## src/rtl/mant_mul24_seq_if.sv

```systemverilog
// Request/result bundle between the FP multiplication controller and the
// sequential mantissa multiplier.
//   Datain1/Datain2 : W-bit significands A and B (hidden bit included)
//   Data_valid      : request, held high by the controller until Ack is seen
//   Dataout         : 2*W-bit product A*B
//   Exc             : 3'b000 normal, 3'b001 zero operand
//   Ack             : result valid
interface mant_mul24_seq_if #(
  parameter int unsigned W = 24
);
  logic [W-1:0]   Datain1;
  logic [W-1:0]   Datain2;
  logic           Data_valid;
  logic [2*W-1:0] Dataout;
  logic [2:0]     Exc;
  logic           Ack;

  // Controller side
  modport master (
    output Datain1, Datain2, Data_valid,
    input  Dataout, Exc, Ack
  );

  // Multiplier side
  modport slave (
    input  Datain1, Datain2, Data_valid,
    output Dataout, Exc, Ack
  );
endinterface

```

## src/rtl/mant_mul24_seq.sv

```systemverilog
// Sequential 24x24 unsigned mantissa multiplier, radix-2 shift-add, one
// partial product per cycle, with a zero-operand shortcut.
//   CLK  : clock, rising edge
//   RSTn : synchronous active-low reset
//   bus  : slave side of mant_mul24_seq_if (operands, valid, product, Exc, Ack)
// All outputs are registered.
module mant_mul24_seq (
  input  logic             CLK,
  input  logic             RSTn,
  mant_mul24_seq_if.slave  bus
);

  localparam int unsigned W  = 24;
  localparam int unsigned PW = 2 * W;
  localparam int unsigned CW = $clog2(W);

  localparam logic [2:0] EXC_NORMAL = 3'b000;
  localparam logic [2:0] EXC_ZERO   = 3'b001;

  typedef enum logic [1:0] {
    S_IDLE = 2'd0,
    S_BUSY = 2'd1,
    S_DONE = 2'd2
  } state_t;

  state_t          r_state;
  logic [W-1:0]    r_mcand;
  logic [PW-1:0]   r_p;
  logic [CW-1:0]   r_cnt;
  logic [PW-1:0]   r_dataout;
  logic [2:0]      r_exc;
  logic            r_ack;

  logic [W:0]      w_sum;
  logic [PW-1:0]   w_p_shift;

  // Partial-product add; the carry out is kept in w_sum[W] and shifted into
  // bit PW-1, so the extra accumulator bit above it is always zero and is
  // not stored.
  assign w_sum     = {1'b0, r_p[PW-1:W]} + (r_p[0] ? {1'b0, r_mcand} : (W+1)'(0));
  assign w_p_shift = {w_sum, r_p[W-1:1]};

  // Control FSM and datapath
  always_ff @(posedge CLK) begin
    if (!RSTn) begin
      r_state   <= S_IDLE;
      r_mcand   <= '0;
      r_p       <= '0;
      r_cnt     <= '0;
      r_dataout <= '0;
      r_exc     <= EXC_NORMAL;
      r_ack     <= 1'b0;
    end else begin
      case (r_state)
        S_IDLE: begin
          if (bus.Data_valid) begin
            r_mcand <= bus.Datain1;
            r_p     <= {W'(0), bus.Datain2};
            r_cnt   <= '0;
            if ((bus.Datain1 == W'(0)) || (bus.Datain2 == W'(0))) begin
              r_dataout <= '0;
              r_exc     <= EXC_ZERO;
              r_state   <= S_DONE;
            end else begin
              r_exc   <= EXC_NORMAL;
              r_state <= S_BUSY;
            end
          end
        end

        S_BUSY: begin
          r_p   <= w_p_shift;
          r_cnt <= CW'(r_cnt + CW'(1));
          if (r_cnt == CW'(W - 1)) begin
            r_dataout <= w_p_shift;
            r_state   <= S_DONE;
          end
        end

        S_DONE: begin
          // Ack always rises once on entry, so a request dropped during BUSY
          // still gets a single-cycle Ack pulse.
          if (!r_ack) begin
            r_ack <= 1'b1;
          end else if (!bus.Data_valid) begin
            r_ack   <= 1'b0;
            r_state <= S_IDLE;
          end
        end

        default: begin
          r_state <= S_IDLE;
          r_ack   <= 1'b0;
        end
      endcase
    end
  end

  assign bus.Dataout = r_dataout;
  assign bus.Exc     = r_exc;
  assign bus.Ack     = r_ack;

endmodule

```

## src/flat_wrapper.sv

```systemverilog
// flat-port wrapper written by rule: the top's interface ports become plain ports
module mant_mul24_seq_flat 
  (CLK, RSTn, bus_Datain1, bus_Datain2, bus_Data_valid, bus_Dataout, bus_Exc, bus_Ack);
  mant_mul24_seq_if #(.W((24))) bus_i ();
  input  logic CLK;
  input  logic RSTn;
  input wire logic [$bits(bus_i.Datain1)-1:0] bus_Datain1;
  input wire logic [$bits(bus_i.Datain2)-1:0] bus_Datain2;
  input wire logic [$bits(bus_i.Data_valid)-1:0] bus_Data_valid;
  output wire logic [$bits(bus_i.Dataout)-1:0] bus_Dataout;
  output wire logic [$bits(bus_i.Exc)-1:0] bus_Exc;
  output wire logic [$bits(bus_i.Ack)-1:0] bus_Ack;
  assign bus_i.Datain1 = bus_Datain1;
  assign bus_i.Datain2 = bus_Datain2;
  assign bus_i.Data_valid = bus_Data_valid;
  assign bus_Dataout = bus_i.Dataout;
  assign bus_Exc = bus_i.Exc;
  assign bus_Ack = bus_i.Ack;
  mant_mul24_seq u_core (.CLK(CLK), .RSTn(RSTn), .bus(bus_i));
endmodule
```

## config.mk

```make
export PLATFORM = sky130hd
export DESIGN_NAME = mant_mul24_seq_flat
export DESIGN_NICKNAME = d
export VERILOG_FILES = /design/src/rtl/mant_mul24_seq_if.sv /design/src/rtl/mant_mul24_seq.sv /design/src/flat_wrapper.sv
export SDC_FILE = /design/constraint.sdc
export NUM_CORES = 1
export LEC_CHECK = 0
export BUFFER_PORTS_ARGS = -buffer_cell sky130_fd_sc_hd__buf_2
export CAP_MARGIN = 20
export CORE_ASPECT_RATIO = 0.6
export CORE_MARGIN = 10
export CORE_UTILIZATION = 59
export CTS_BUF_LIST = sky130_fd_sc_hd__clkbuf_8
export CTS_CLUSTER_DIAMETER = 100
export DETAILED_ROUTE_END_ITERATION = 16
export GPL_TIMING_DRIVEN = 0
export PLACE_DENSITY = 0.9
export SYNTH_ARGS = -nofsm -noshare
export SYNTH_HDL_FRONTEND = slang
export SYNTH_SLANG_ARGS = --single-unit
export TNS_END_PERCENT = 20
```

## constraint.sdc

```tcl
create_clock -name CLK -period 3.3 [get_ports CLK]
set_input_delay 0.495 -clock CLK [delete_from_list [all_inputs] [get_ports CLK]]
set_output_delay 0.495 -clock CLK [all_outputs]
set_load 0.01 [all_outputs]
```

==> flow_summary.yaml <==
run_status:
  status: "finished, final reports clean"
setup_path:
  reg2reg_depth: 11
  r2r_end: "u_core.bus.Dataout[46]"
  critPathArrivalTime_ns: 3.52
  cp-start-kind: "register"
  cp-end-kind: "register"
  path_class: "register to register"
  cp.required_ns: 3.64
  rr_startpoint: "u_core.r_p[0]"
  reg2reg_slack_ns: 0.11
  path_max_fanout: 10
pwr:
  p_leak_nw: 3.032
  p_per_area_nw_per_um2: 504.4
  vdd_drop_max_mv: 0.2718
timing:
  setup_tns_ns: 0
  report.final.slew_viol_count: 0
  slew_headroom: 0.5049
  holdWs_ns: 0.2988
  rsz0062_at_grt: "no"
  worst_pin_slew_ns: 0.7399
  fin_crit_ns: 3.188
  finalCritPeriodShare: 0.9660
  setup_ws_ns: 0.1122
  skew_ns: 0.008607
  setup_viol: 0
  hold_viol: 0
  fmax_mhz: 313.7
synthesis:
  seq_area_frac_synth: 0.4127
  synth-async-reset-ratio: 0
  synth_edf_count: 0
  avgSynthCellArea_um2: 7.783
  yosysWarnings: 0
  synth_flop_cell: "dfxtp_1"
  synth_cell_types: 60
  synth_seq_cells: 129
  netlist_instances: 804
  syn_area_um2: 6257
hold_path:
  hold_class: "primary input to register"
  min_path_cells: 3
  min_to: "u_core.r_mcand[7]"
  holdCritStartpoint: "bus_Datain1[7]"
floorplan:
  die_w_um: 153.0
  io_pins: 103
  rows: 29
  initial_core_util: 0.5988
  die-area_um2: 15260
  die_h_um: 99.77
  core_area_um2: 10450
cells_and_area:
  finalNetCount: 1001
  postLayoutCoreUtil: 0.7059
  multiInputGateArea_um2: 3432
  layout-drive-gt1-share: 0.1601
  num-fill-cells: 874
  regArea_um2: 2584
  final_common_cell: "nand2_1"
  finish.instance_area_um2: 7377
  final_cell_mix: "nand2_1 (146), a21oi_1 (138), dfxtp_1 (128)"
  area_growth_pct: 17.90
route:
  ant_nets: 0
  avgViaCountPerCell: 5.960
  wl_per_cell_um: 17.78
  routed_wl_um: 19150
  vias: 6419
  drc_errors: 0
  drt-initial-drc-count: 760
  drtPass1Iterations: 8
global_route:
  grtUsageTotal: 0.2402
  grt_pass1_wl_um: 30340
  antenna_found_initial: 1
  grt_pass1_vias: 5932
  grt-ovfl-total: 0
  grt_max_degree: 17
place:
  dp_slack_ns: 0.0002973
  place.gp.congestion: 0.9783
  placed_cell_area_um2: 6935
  hpwl_um: 14460
  port_buffers: 100
clocking:
  hold_buffers: 0
  numCtsBuffers: 17
  cts-root-buf: "clkbuf_8"
  cts_tree: "done"
  htree_num_levels: 4
  clockBufferDepth: 2
  clk_latency_ns: 0.44
  clkTransAtPathRegs_ns: 0.07
  cts_sinks: 129
job:
  maxCapViolCount: 0
what timing repair did:
item                       4_1_cts  5_1_grt
resized for setup                1        7
setup endpoints to repair        2       12
buffers inserted                 0        0
final cells by class:
cell class                      instances  share of cell area
Antenna cell                            1           0.0003392
Buffer                                 54             0.02934
Clock buffer                           18             0.03358
Clock inverter                         14             0.02324
Inverter                               13            0.006615
Multi-Input combinational cell        609              0.4652
Sequential cell                       129              0.3502
Tap cell                              139             0.02358
Timing Repair Buffer                  100             0.06784
state kept, by name (all words and copies together) (netlist names):
| signal | count |
|---|---|
| u_core.bus.Dataout | 48 |
| u_core.r_cnt | 5 |
| u_core.bus.Ack | 1 |
| u_core.r_p | 48 |
| u_core.r_mcand | 24 |
| u_core.r_state | 2 |
| u_core.bus.Exc | 1 |
logic make-up (layout without fill, tap and decap cells):
logic type               after synthesis  in the layout  share of synthesized area
AND/OR/NAND/NOR                      314            314                     0.2300
buffers and inverters                 67            199                    0.04159
other                                  1              3                  0.0005993
AO/OA/AOI/OAI                        253            253                     0.2418
multiplexers                           3              3                   0.004799
XOR/XNOR                              11             11                    0.01540
flip-flops                           129            129                     0.4127
adder cells (fa/ha/maj)               26             26                    0.05319
worst max path at each step:
stage | start | to | cells after the start | slack, ns
CTS | u_core.r_p[0] | u_core.bus.Dataout[44] | 11 | 0.04
global placement | u_core.r_p[0] | u_core.bus.Dataout[44] | 12 | 0.05
floorplan | u_core.r_p[0] | u_core.bus.Dataout[44] | 12 | 0.65
finish | u_core.r_p[0] | u_core.bus.Dataout[46] | 11 | 0.11
global route | u_core.r_p[0] | u_core.bus.Dataout[46] | 11 | 0.003
detailed placement | u_core.r_p[0] | u_core.bus.Dataout[44] | 12 | 0.0003
per-layer routing:
metal / GRT usage / vias up / routed length, um
li1: - / 3065 / -
met1: 0.3359 / 2962 / 8647
met2: 0.3402 / 359 / 8004
met3: 0.08284 / 33 / 2293
met4: 0.07153 / 0 / 208
met5: 0 / - / 0
cells in the mapped netlist (3+ instances only):
cell type    n  share of area
mux2i_1      3         0.0048
or3_1        5         0.0050
a211oi_1     5         0.0060
a21oi_1    138           0.11
nand4_1      5         0.0050
clkbuf_1    46          0.028
a31o_1       4         0.0056
a22oi_1      8         0.0096
and3_1       4         0.0040
o21a_1       5         0.0060
ha_1        25          0.050
or2_2        3         0.0030
and2_1      24          0.024
nor3_1       7         0.0056
a31oi_1      4         0.0040
nor2_1      46          0.028
nor4_1      12          0.012
buf_1        5         0.0030
o21bai_1     4         0.0048
a21o_1       7         0.0084
xnor2_1      9          0.013
inv_1       13         0.0078
dfxtp_1    129           0.41
nor2b_1      5         0.0050
nand2b_1     5         0.0050
o21ai_1     17          0.014
o311ai_1     3         0.0042
o21ai_0     32          0.026
nand2_1    146          0.088
nand3_1     45          0.036
a311oi_1     3         0.0042
metrics by stage:
stage / total power (W) / instances
floorplan: 0.002072 / 805
global placement: 0.002269 / 1044
detailed placement: 0.002281 / 1044
CTS: 0.003697 / 1076
global route: 0.003853 / 1076
finish: 0.003721 / 1077
worst max-delay path, stage by stage (launching register included):
cell and delay (ns):
dfxtp_2 0.37, clkbuf_2 0.19, and2_1 0.19, ha_1 0.34
nand2_1 0.17, o31ai_1 0.57, a21oi_4 0.12, a31oi_4 0.27
a311oi_4 0.16, o21ai_2 0.24, or3b_1 0.38, o311ai_1 0.10
power by group:
| part | total (W) | switching, W | leakage [nW] | internal (W) |
|---|---|---|---|---|
| clock network | 0.00145 | 0.000618 | 0.228 | 0.000829 |
| logic | 0.000567 | 0.000398 | 1.75 | 0.000169 |
| registers | 0.00171 | 0.0000620 | 1.05 | 0.00165 |
No activity file was read; power rests on OpenSTA's default activity.
